--- src/rtl/conv1d_pkg.sv ---
// Shared constants for the conv1d CFU and its output packer.
package conv1d_pkg;

    localparam int BYTE_SIZE  = 8;
    localparam int INT32_SIZE = 32;

    localparam int signed INT8_MIN = -128;
    localparam int signed INT8_MAX = 127;

    // CFU command codes decoded by the conv1d instruction front end.
    typedef enum logic [3:0] {
        CMD_RESET       = 4'd0,
        CMD_LOAD_COEF   = 4'd1,
        CMD_LOAD_DATA   = 4'd2,
        CMD_RUN         = 4'd3,
        CMD_READ_RESULT = 4'd4,
        CMD_POP         = 4'd5,
        CMD_FLUSH       = 4'd6,
        CMD_STATUS      = 4'd7
    } cfu_cmd_e;

endpackage

--- src/rtl/word_fifo.sv ---
// First-word-fall-through word FIFO; head reads 0 while empty.
module word_fifo #(
    parameter int WIDTH = 32,
    parameter int DEPTH = 16
) (
    input  logic                     clk,
    input  logic                     rst,
    input  logic                     push,
    input  logic [WIDTH-1:0]         push_data,
    input  logic                     pop,
    output logic                     full,
    output logic                     empty,
    output logic [WIDTH-1:0]         head,
    output logic [$clog2(DEPTH):0]   level
);
    import conv1d_pkg::*;

    localparam int PW = $clog2(DEPTH);

    logic [WIDTH-1:0] mem_q [DEPTH];
    logic [PW-1:0]    rd_q;
    logic [PW-1:0]    wr_q;
    logic [PW:0]      level_q;
    logic             do_push;
    logic             do_pop;

    assign full    = (level_q == (PW+1)'(DEPTH));
    assign empty   = (level_q == '0);
    assign do_push = push && !full;
    assign do_pop  = pop && !empty;
    assign head    = empty ? '0 : mem_q[rd_q];
    assign level   = level_q;

    // Storage write; contents need no reset because head is masked while empty.
    always_ff @(posedge clk) begin
        if (do_push) begin
            mem_q[wr_q] <= push_data;
        end
    end

    // Pointers wrap naturally at the power-of-two depth; level separates full from empty.
    always_ff @(posedge clk) begin
        if (rst) begin
            rd_q    <= '0;
            wr_q    <= '0;
            level_q <= '0;
        end else begin
            if (do_push) wr_q <= wr_q + 1'b1;
            if (do_pop)  rd_q <= rd_q + 1'b1;
            case ({do_push, do_pop})
                2'b10:   level_q <= level_q + 1'b1;
                2'b01:   level_q <= level_q - 1'b1;
                default: level_q <= level_q;
            endcase
        end
    end

endmodule

--- src/rtl/conv1d_out_packer.sv ---
// Saturates conv1d results to int8, packs four per word little-endian, queues words for the CPU.
module conv1d_out_packer #(
    parameter int BYTE_SIZE  = 8,
    parameter int INT32_SIZE = 32,
    parameter int FIFO_DEPTH = 16
) (
    input  logic                          clk,
    input  logic                          rst,
    input  logic                          en,
    input  logic                          in_valid,
    input  logic signed [INT32_SIZE-1:0]  in_data,
    output logic                          in_ready,
    input  logic                          flush,
    input  logic                          pop,
    output logic [INT32_SIZE-1:0]         out_word,
    output logic                          out_valid,
    output logic [$clog2(FIFO_DEPTH):0]   level,
    output logic [1:0]                    byte_cnt,
    output logic                          overflow
);
    import conv1d_pkg::*;

    function automatic logic [BYTE_SIZE-1:0] sat_int8(input logic signed [INT32_SIZE-1:0] v);
        logic [BYTE_SIZE-1:0] r;
        if (v < INT8_MIN)      r = INT8_MIN[BYTE_SIZE-1:0];
        else if (v > INT8_MAX) r = INT8_MAX[BYTE_SIZE-1:0];
        else                   r = v[BYTE_SIZE-1:0];
        return r;
    endfunction

    logic [INT32_SIZE-1:0] pack_q, pack_d;
    logic [1:0]            byte_cnt_q, byte_cnt_d;
    logic                  overflow_q, overflow_d;
    logic [INT32_SIZE-1:0] merged;
    logic                  accept, drop, push, fifo_pop, full, empty;

    // Accept/drop decision, lane merge, and word completion or flush.
    always_comb begin
        accept     = en && in_valid && in_ready;
        drop       = en && in_valid && !in_ready;
        merged     = pack_q;
        if (accept) merged[byte_cnt_q*BYTE_SIZE +: BYTE_SIZE] = sat_int8(in_data);
        pack_d     = pack_q;
        byte_cnt_d = byte_cnt_q;
        push       = 1'b0;
        overflow_d = overflow_q | drop;
        if (accept) begin
            if (byte_cnt_q == 2'd3 || (en && flush)) begin
                // A completing byte already pushes the word, so a simultaneous flush adds nothing.
                push       = 1'b1;
                pack_d     = '0;
                byte_cnt_d = 2'd0;
            end else begin
                pack_d     = merged;
                byte_cnt_d = byte_cnt_q + 2'd1;
            end
        end else if (en && flush && !in_valid && in_ready && byte_cnt_q != 2'd0) begin
            // Unfilled lanes are already zero because the pack register clears on every push.
            push       = 1'b1;
            pack_d     = '0;
            byte_cnt_d = 2'd0;
        end
    end

    // Pack register, lane counter and sticky overflow.
    always_ff @(posedge clk) begin
        if (rst) begin
            pack_q     <= '0;
            byte_cnt_q <= 2'd0;
            overflow_q <= 1'b0;
        end else begin
            pack_q     <= pack_d;
            byte_cnt_q <= byte_cnt_d;
            overflow_q <= overflow_d;
        end
    end

    assign fifo_pop = en && pop && !empty;

    word_fifo #(
        .WIDTH (INT32_SIZE),
        .DEPTH (FIFO_DEPTH)
    ) u_fifo (
        .clk       (clk),
        .rst       (rst),
        .push      (push),
        .push_data (merged),
        .pop       (fifo_pop),
        .full      (full),
        .empty     (empty),
        .head      (out_word),
        .level     (level)
    );

    assign in_ready  = !full;
    assign out_valid = !empty;
    assign byte_cnt  = byte_cnt_q;
    assign overflow  = overflow_q;

endmodule

--- config.mk ---
export PLATFORM = sky130hd
export DESIGN_NAME = conv1d_out_packer
export DESIGN_NICKNAME = d
export VERILOG_FILES = /design/src/rtl/conv1d_pkg.sv /design/src/rtl/word_fifo.sv /design/src/rtl/conv1d_out_packer.sv
export SDC_FILE = /design/constraint.sdc
export NUM_CORES = 1
export LEC_CHECK = 0
export ABC_AREA = 1
export CELL_PAD_IN_SITES_DETAIL_PLACEMENT = 0
export CELL_PAD_IN_SITES_GLOBAL_PLACEMENT = 2
export CORE_ASPECT_RATIO = 1.25
export CORE_MARGIN = 5
export CORE_UTILIZATION = 44
export CTS_BUF_LIST = sky130_fd_sc_hd__clkbuf_8
export DETAILED_ROUTE_END_ITERATION = 10
export HOLD_SLACK_MARGIN = 0.12
export PLACE_DENSITY_LB_ADDON = 0.12
export SYNTH_ARGS = -nofsm -noshare
export SYNTH_HDL_FRONTEND = slang
export SYNTH_SLANG_ARGS = --single-unit
--- constraint.sdc ---
create_clock -name clk -period 4.35 [get_ports clk]
set_input_delay 1.305 -clock clk [delete_from_list [all_inputs] [get_ports clk]]
set_output_delay 1.305 -clock clk [all_outputs]
set_load 0.005 [all_outputs]
# Yosys cells after proc, flatten, opt, wreduce, memory -nomap -nowiden
# Memory sizes are Yosys's and may differ from the RTL's. A register that Yosys moved wholly into a read port is not among the register bits.
# Cells that the tools add are included.
dict set report classes {
  eq_ne 4
  addsub 6
  n_bitwise 1
  muxes 20
  shift 2
  reduce_logical 19
  order_cmp 2
}
# operator n
set ops {}
lappend ops {{$mux W32} 5}
lappend ops {{$neg A5 Y34} 1}
lappend ops {{$shift A8 B34 Y32 const A} 1}
lappend ops {{$shiftx A8 B34 Y32} 1}
lappend ops {{$bwmux W32} 1}
lappend ops {{$gt A32 B8 Y1 const B} 1}
lappend ops {{$lt A32 B8 Y1 const B} 1}
lappend ops {{$mux W8} 3}
lappend ops {{$logic_and A1 B1 Y1} 11}
lappend ops {{$pmux W5 S2} 1}
lappend ops {{$add A4 B1 Y4 const B} 2}
lappend ops {{$mux W4} 2}
lappend ops {{$mux W2} 3}
lappend ops {{$reduce_bool A2 Y1} 3}
lappend ops {{$add A5 B1 Y5 const B} 1}
lappend ops {{$eq A5 B5 Y1 const B} 1}
lappend ops {{$logic_not A5 Y1} 1}
lappend ops {{$mux W1} 5}
lappend ops {{$sub A5 B1 Y5 const B} 1}
lappend ops {{$eq A2 B2 Y1 const B} 2}
lappend ops {{$logic_not A1 Y1} 3}
lappend ops {{$add A2 B1 Y2 const B} 1}
lappend ops {{$eq A2 B1 Y1 const B} 1}
lappend ops {{$logic_or A1 B1 Y1} 1}
lappend ops {{$or A1 B1 Y1} 1}
dict set report word_totals {
  input_bits 38
  output_inout_bits 42
  mem_count 1
  ram_bits 512
  reg_bits 48
  wordCells 61
}
# name words width read_ports rd_clocked_by_memory_dff wr line
set mem_list {}
lappend mem_list {u_fifo.mem_q 16 32 1 1 1 word_fifo.sv:20} ;# logic [WIDTH-1:0] mem_q [DEPTH];

# Longest topological paths before layout
# Gate-level depths: netlist of the first run.
dict set report depth {
  ltp_word 9
  depth_mapped 18
  mapped_depth_nobuf 17
}

# Hierarchy
# From an unflattened synthesis of the first run, not the netlist that was laid out.
dict set report hier_totals {
  hier_cells 1893
  area_unflattened_um2 23151.0
}
# module cells_per_inst seq_area_each_um2 n_inst area_each_um2
set by_module_without_submodules {}
lappend by_module_without_submodules {word_fifo 1532 15715.1 1 20886.3}
lappend by_module_without_submodules {conv1d_out_packer 361 700.7 1 2264.7}

# Worst setup path before layout of the first run
# Ideal clock, no wire load.
dict set report synth_timing {
  path_type {input port to flip-flop}
  start {input port in_valid}
  end {memory u_fifo.mem_q[11][0], enable pin}
  n_path_buf 0
  path_slack_ns 0.545
  setup_time_ns 0.421
  arrival_ns 3.384
  required_ns 3.929
  cell_stages 9
  path_cell_list {nand2_1 > clkinv_1 > nand2_4 > inv_2 > nand2_1 > inv_2 > nor2_4 > nand3_1 > nor2_1}
}
dict set report synth_via {
  elab_chain_len 9
  elab_cells_between_ends 11
  classes_between {mux (4); reduce/logical (7)}
}
# element line
set synth_rtl {}
lappend synth_rtl {{start: declaration} conv1d_out_packer.sv:10} ;# input logic in_valid,
lappend synth_rtl {{$logic_not A1 Y1} conv1d_out_packer.sv:57} ;# end else if (en && flush && !in_valid && in_ready && byte_cnt_q != 2'd0) begin
lappend synth_rtl {{$logic_and A1 B1 Y1 (3 in a row)} conv1d_out_packer.sv:57}
lappend synth_rtl {{$mux W1} conv1d_out_packer.sv:57}
lappend synth_rtl {{$mux W1 *} conv1d_out_packer.sv:47} ;# if (accept) begin
lappend synth_rtl {{$logic_and A1 B1 Y1 *} word_fifo.sv:29} ;# assign do_push = push && !full;
lappend synth_rtl {{$mux W1 *} word_fifo.sv:36} ;# if (do_push) begin
lappend synth_rtl {{$mux W1 (implied by the code) *} word_fifo.sv:37} ;# mem_q[wr_q] <= push_data;
lappend synth_rtl {{end: declaration} word_fifo.sv:20}
# Every way passes the cells marked *; elsewhere a longest branch is shown, timed or not.

==> results of run 1 <==
==> per-stage QoR <==
step	power [uW]	utilization	cells	worst slack [ps]	area, um2
2_1_floorplan	7030	-	1840	545	22800
3_3_place_gp	7830	0.481	2528	259	24700
3_5_place_dp	7840	0.481	2528	254	24700
4_1_cts	12200	0.515	2690	4.13	26500
5_1_grt	12600	0.519	2700	-9.92	26700
6_report	12100	0.519	2701	142	26700
==> registers in the layout (all words and copies together) (netlist names), named ones only <==
name          cells
pack_q           32
u_fifo.rd_q       4
byte_cnt          2
overflow          1
u_fifo.wr_q       4
u_fifo.mem_q    512
u_fifo.level      5
==> per-layer routing <==
metal / GRT usage / part of all wire
met2: 0.372 / 0.49
met1: 0.313 / 0.42
met4: 0.0782 / 0.030
met3: 0.0362 / 0.054
met5: 0 / 0
==> repair_timing <==
| action | CTS | global route |
|---|---|---|
| resized for setup | 7 | 12 |
| buffers inserted | 1 | 5 |
| setup endpoints to repair | 22 | 20 |
| pin swaps | 0 | 0 |
| cloned | 1 | 4 |
==> final cells by class <==
type                    instances  area [um2]
fillers                      4459       24700
flip-flops and latches        564       16400
clock inverters                69         410
repair buffers                156        1770
well taps                     665         832
inverters                      31         145
diodes                          2        5.00
clock buffers                  91        1250
multi-input cells            1123        5850
==> worst max-delay path by stage <==
| stage | endpoint | cells after the start |
|---|---|---|
| after floorplan | u_fifo.mem_q[11][0] | 9 |
| after global placement | u_fifo.level[4] | 18 |
| after detailed placement | u_fifo.level[4] | 18 |
| after CTS | out_word[25] | 9 |
| after global routing | out_word[14] | 6 |
| final | out_word[25] | 9 |
==> placed cells by master, fill, tap and decap left out, drive strengths merged <==
cell type | Yosys | final
clkbuf | 67 | 95
dfxtp | 52 | 52
nand3 | 57 | 57
diode | 0 | 2
bufinv | 0 | 4
a21oi | 76 | 76
fa | 1 | 1
xor2 | 1 | 1
nor3b | 1 | 1
a211oi | 2 | 2
inv | 30 | 50
nand4 | 20 | 20
o221ai | 100 | 100
clkinv | 1 | 41
clkdlybuf4s50 | 0 | 78
o22ai | 28 | 28
nor3 | 1 | 1
buf | 55 | 74
xnor2 | 2 | 2
nand2 | 177 | 177
o21ai | 298 | 298
ha | 15 | 15
edfxtp | 512 | 512
clkinvlp | 0 | 5
nor2 | 341 | 341
o31ai | 3 | 3
==> power by group through the flow <==
stage	Combinational, uW	Sequential (uW)	Clock, uW
CTS	1810	5960	4370
finish	1900	5960	4280
floorplan	972	6050	0
detailed placement	1760	6090	0
global placement	1740	6080	0
global route	2070	5960	4620
==> cells in the mapped netlist (all sizes together) <==
library cell,n
o31ai,3
edfxtp,512
a21oi,76
a211oi,2
nor3,1
clkbuf,67
nand3,57
xnor2,2
ha,15
xor2,1
inv,30
o221ai,100
o21ai,298
nand2,177
nor2,341
clkinv,1
nand4,20
o22ai,28
fa,1
dfxtp,52
buf,55
nor3b,1
==> worst max-delay path, stage by stage (launching register included) <==
cell	delay, ps
dfxtp_4	440
inv_4	210
buf_16	220
o21ai_0	110
o22ai_1	120
nor2_1	60
nor2_1	90
o21ai_1	70
a21oi_1	290
clkdlybuf4s50_1	580
==> cells by family after synthesis <==
family          after synthesis  share of synthesized area
buf+inv                     153                     0.0306
xor+xnor                      3                    0.00115
simple gates                597                      0.108
compound gates              507                      0.132
flops                       564                      0.719
fa+ha+maj                    16                    0.00910
==> impl_results.md, run 1 <==
* Rows at 93
* CTS sink cnt at approximately 560
* Gr ovfl total at 0
* Area of the die at 0.0565 mm2
* CTS Buffer Depth at 3
* FF-to-FF setup slack at 1020 ps
* CTS root buf: clkbuf_8
* Power Density at between 400 and 500 mW/mm2
* P_leak at around 0.0086 uW
* Synth-to-Final Area Change at 17.0%
* Area contributors post-synth: edfxtp_1, o21ai_0, nor2_1, dfxtp_1, o221ai_1
* Register area share after synthesis at 0.719
* Worst r2r src: byte_cnt[0]
* #FFs+latches synth at roughly 560
* Synth Area per Inst at ~12 um2
* Share of layout cells above drive strength 1 at 0.121
* Final setup TNS at 0 ps
* Initial DRC count at between 1000 and 1500
* Post-Syn Area at approximately 0.023 mm2
* Clk pwr share at 0.352
* WL per Instance at roughly 25 um
* CTS tree: built
* Clk_lat worst skew at ~700 ps
* Slew HR at 0.471
* Sw frac at 0.272
* Worst-path maximum fanout at 31
* CORE AREA at 0.0514 mm2
* Crit path time final at between 4000 and 5000 ps
* Period Utilization, post-route at 0.967
* DP Wirelength at roughly 35000 um
* CP endpoint kind: primary output
* Port bufs at just under 80
* Req. time, crit path at 3040 ps
* Crit path arrival time at slightly below 3000 ps
* CTS Buf Count at just under 90
* Gate power share at 0.157
* Clk pin slew, worst setup/hold paths at around 60 ps
* Worst hold start: pack_q[7]
* Die Wd at between 200 and 250 um
* WHS Path Cells at 2
* Cell depth of the worst flop-to-flop path at 18
* Hold WC Path Type: reg2reg
* Max Clock Skew at a little over 40 ps
* Synth top area share at 0.674
* Initial antenna violation count at 1
* DR pass1 iterations at 5
* Worst slew pin tran at 793 ps
* P_int at 8840 uW
* Fmax at approximately 0.24 GHz
* Sequential Power Share at 0.491
* Fin Hold WS at 464 ps
* Setup CP Type: reg2out
* Max IR drop VDD at between 0.0004 and 0.0005 V
* Hold_buf cts at 0
* End of the worst register-to-register path: u_fifo.level[4]
* Finish-stage setup viols at 0
* RSZ-0062 raised after global routing: true
* Final GP Congestion at ~0.79
* Final ANT Viol Nets at 0
* Vias in the first global route at 15400
* Starting Density at 0.444
* Psw at ~3300 uW
* Vias/cell at around 5.8
* Die Ht at 265 um
* # H-tree levels at 3
* Max Slew Vio Count at 0
* Routed via count at approximately 16000
* Nets at roughly 2000
* Hold path endpoint: pack_q[7]
* Post-synth top area cell: edfxtp_1
* Drc violations at 0
* Post-synthesis cell count at between 1500 and 2000
* Critical Path Source Type: flop
* Hold Violations, Final at 0
* I/O pins at 80
* Synth warn at 0
* MaxCap Viol Count at 0
* Status: completed
* Largest net degree at the start of global routing at ~120
* First-pass GRT wire length at ~97000 um
* Tot GR Track Use at 0.228
* Unique masters post-synth at 39
* Net Count, Synth at ~1900
* Final WL at 66800 um
Power figures use the tool's default switching activity.
==> inputs of run 2 (changes only) <==
CORE_MARGIN = 10   (was 5)
clock period = 4.8 ns   (was 4.35 ns; I/O delays follow)
==> impl_results.md, run 2 (same netlist as run 1, synthesis figures left out) <==
* Hold WC Path Type: reg2reg
* Largest net degree at the start of global routing at 129 (+6.6%)
* Max Clock Skew at 21.6 ps (-19.0 ps)
* Most common cell after layout, fill and taps aside: edfxtp_1
* Die Ht at 275 um (+3.8%)
* CTS sink cnt at 564 (unchanged)
* Max Slew Vio Count at 0 (unchanged)
* Slew HR at 0.392 (-0.0790)
* Starting Density at 0.444 (unchanged)
* CP endpoint kind: primary output
* First-pass GRT wire length at 97100 um (+0.36%)
* Period Utilization, post-route at 0.953
* Die Wd at 224 um (+4.7%)
* Cell depth of the worst flop-to-flop path at 17 (-1)
* Hold Violations, Final at 0 (unchanged)
* Total area of sequential cells at 0.0164 mm2 (unchanged)
* Share of layout cells above drive strength 1 at 0.114 (-0.00687)
* Tot GR Track Use at 0.210 (-0.0180)
* Nets at 2006 (-0.59%)
* Crit path arrival time at 3130 ps (+230 ps)
* Largest Register: u_fifo.mem_q
* Critical path buffers and inverters at 2 (-1)
* Synth-to-Final Area Change at 15.7%
* Commonest cells after routing, fill and taps aside: edfxtp_1, nor2_1, o21ai_0
* Req. time, crit path at 3360 ps (+320 ps)
* Final ANT Viol Nets at 0 (unchanged)
* Vias/cell at 5.72 (-0.83%)
* Crit-path leading delay family: buffers and inverters
* # H-tree levels at 3 (unchanged)
* Setup CP Type: reg2out
* Critical Path Source Type: flop
* DR pass1 iterations at 5 (unchanged)
* WHS Path Cells at 2 (unchanged)
* Critical-path top delay cell: clkdlybuf4s50_1
* Max IR drop VDD at 0.000350 V (-15%)
* CTS Buf Count at 88 (unchanged)
* Largest register FFs at 512 (unchanged)
* Final setup TNS at 0 ps (unchanged)
* WL per Instance at 24.3 um (-1.7%)
* Fmax at around 0.22 GHz
* Status: completed
* Area of the die at 0.0614 mm2 (+8.6%)
* Gr ovfl total at 0 (unchanged)
* I/O pins at 80 (unchanged)
* Rows at 93 (unchanged)
* CTS Buffer Depth at 3 (unchanged)
* MaxCap Viol Count at 0 (unchanged)
* Fin Hold WS at 463 ps (-0.779 ps)
* Drc violations at 0 (unchanged)
* Clk pin slew, worst setup/hold paths at 60 ps (about the same)
* End of the worst register-to-register path: u_fifo.level[4]
* Final core occ at 0.513 (-0.00564)
* Crit path time final at around 4600 ps
* FF-to-FF setup slack at 1690 ps (+670 ps)
* Worst r2r src: byte_cnt[1]
* CTS root buf: clkbuf_8
* DP Wirelength at 36100 um (+2.0%)
* Hold path endpoint: pack_q[4]
* Worst slew pin tran at 912 ps (+118 ps)
* Initial DRC count at 1227 (-2.3%)
* Initial antenna violation count at 2 (+1)
* Finish-stage setup viols at 0 (unchanged)
* Final WL at 65500 um (-2.0%)
* Power Density at 413 mW/mm2 (-9.2%)
* RSZ-0062 raised after global routing: false
* Final GP Congestion at 0.783 (-0.53%)
* CP Cell Sequence: buf_12 -> o21ai_0 -> o221ai_1 -> nand3_1 -> a21oi_1 -> clkdlybuf4s50_1
* CTS tree: built
* P_leak at 0.00853 uW (-1.4%)
* Port bufs at 79 (unchanged)
* Worst hold start: pack_q[4]
* Routed via count at 15400 (-1.2%)
* Vias in the first global route at 15500 (+0.66%)
* CORE AREA at 0.0514 mm2 (unchanged)
* Multi-input logic area at 0.00584 mm2 (-0.32%)
* FILL cells at 4577 (+2.6%)
* Worst-path maximum fanout at 128 (+310%)
* CP peak stage delay at 590 ps (about the same)
* Hold_buf cts at 0 (unchanged)
* Clk_lat worst skew at 670 ps (-20 ps)
## run 2: cell types whose count changed in the layout (fill, tap and decap cells not counted), moves of 4 or more
cell / before / now
buf_16: 6 / 1
inv_1: 41 / 46
clkbuf_16: 4 / 0
a21oi_1: 70 / 75
clkinv_1: 30 / 26
a21oi_2: 6 / 1
## run 2: metal layers
metal	wire (um)	part of all wire	global-route usage
met3	4190	0.064	0.0311
met2	32700	0.50	0.358
met5	0	0	0
met4	1280	0.020	0.0709
met1	27300	0.42	0.269
## run 2: worst max-delay path by stage
| stage | start | slack, ps | endpoint | cells past startpoint |
|---|---|---|---|---|
| global placement | en | 350 | u_fifo.level[4] | 18 |
| finish | flop | 230 | out_word[26] | 6 |
| CTS | flop | 130 | out_word[10] | 8 |
| global route | flop | 30 | out_word[26] | 6 |
| floorplan | in_valid | 860 | u_fifo.mem_q[11][0] | 9 |
| detailed placement | en | 390 | u_fifo.level[4] | 18 |
## run 2: timing repair
item | in CTS | in global routing
endpoints found under the setup margin | 5 | 1
resized for setup | 0 | 1
pin swaps | 0 | 0
buffers inserted | 1 | 0
## run 2: final cells by class
class | instances | share of cell area
Sequential cell | 564 | 0.622
Multi-Input combinational cell | 1123 | 0.221
Timing Repair Buffer | 144 | 0.0567
Clock buffer | 93 | 0.0485
Tap cell | 665 | 0.0315
Clock inverter | 70 | 0.0152
Inverter | 31 | 0.00464
Antenna cell | 2 | 0.000190
## run 2: power breakdown
| part | leakage (uW) | internal [uW] | switching [uW] |
|---|---|---|---|
| Clock | 0.000940 | 2010 | 1870 |
| Sequential | 0.00488 | 5360 | 47.2 |
| Combinational | 0.00271 | 604 | 1000 |
| Total | 0.00853 | 7980 | 2920 |
## run 2: per-stage QoR
stage | worst slack [ps] | cell area [um2] | cells | power [uW]
global route | 28.7 | 26400 | 2691 | 11400
CTS | 127 | 26400 | 2690 | 11000
detailed placement | 389 | 24700 | 2526 | 7130
global placement | 348 | 24700 | 2526 | 7110
finish | 227 | 26400 | 2692 | 10900
floorplan | 860 | 22800 | 1840 | 6370
## run 2: worst min-delay path, delay by kind of cell (launching register included)
family | cells | cell delay, ps
and+or+nand+nor | 1 | 60
AOI/OAI and AO/OA | 1 | 50
DFF | 1 | 300
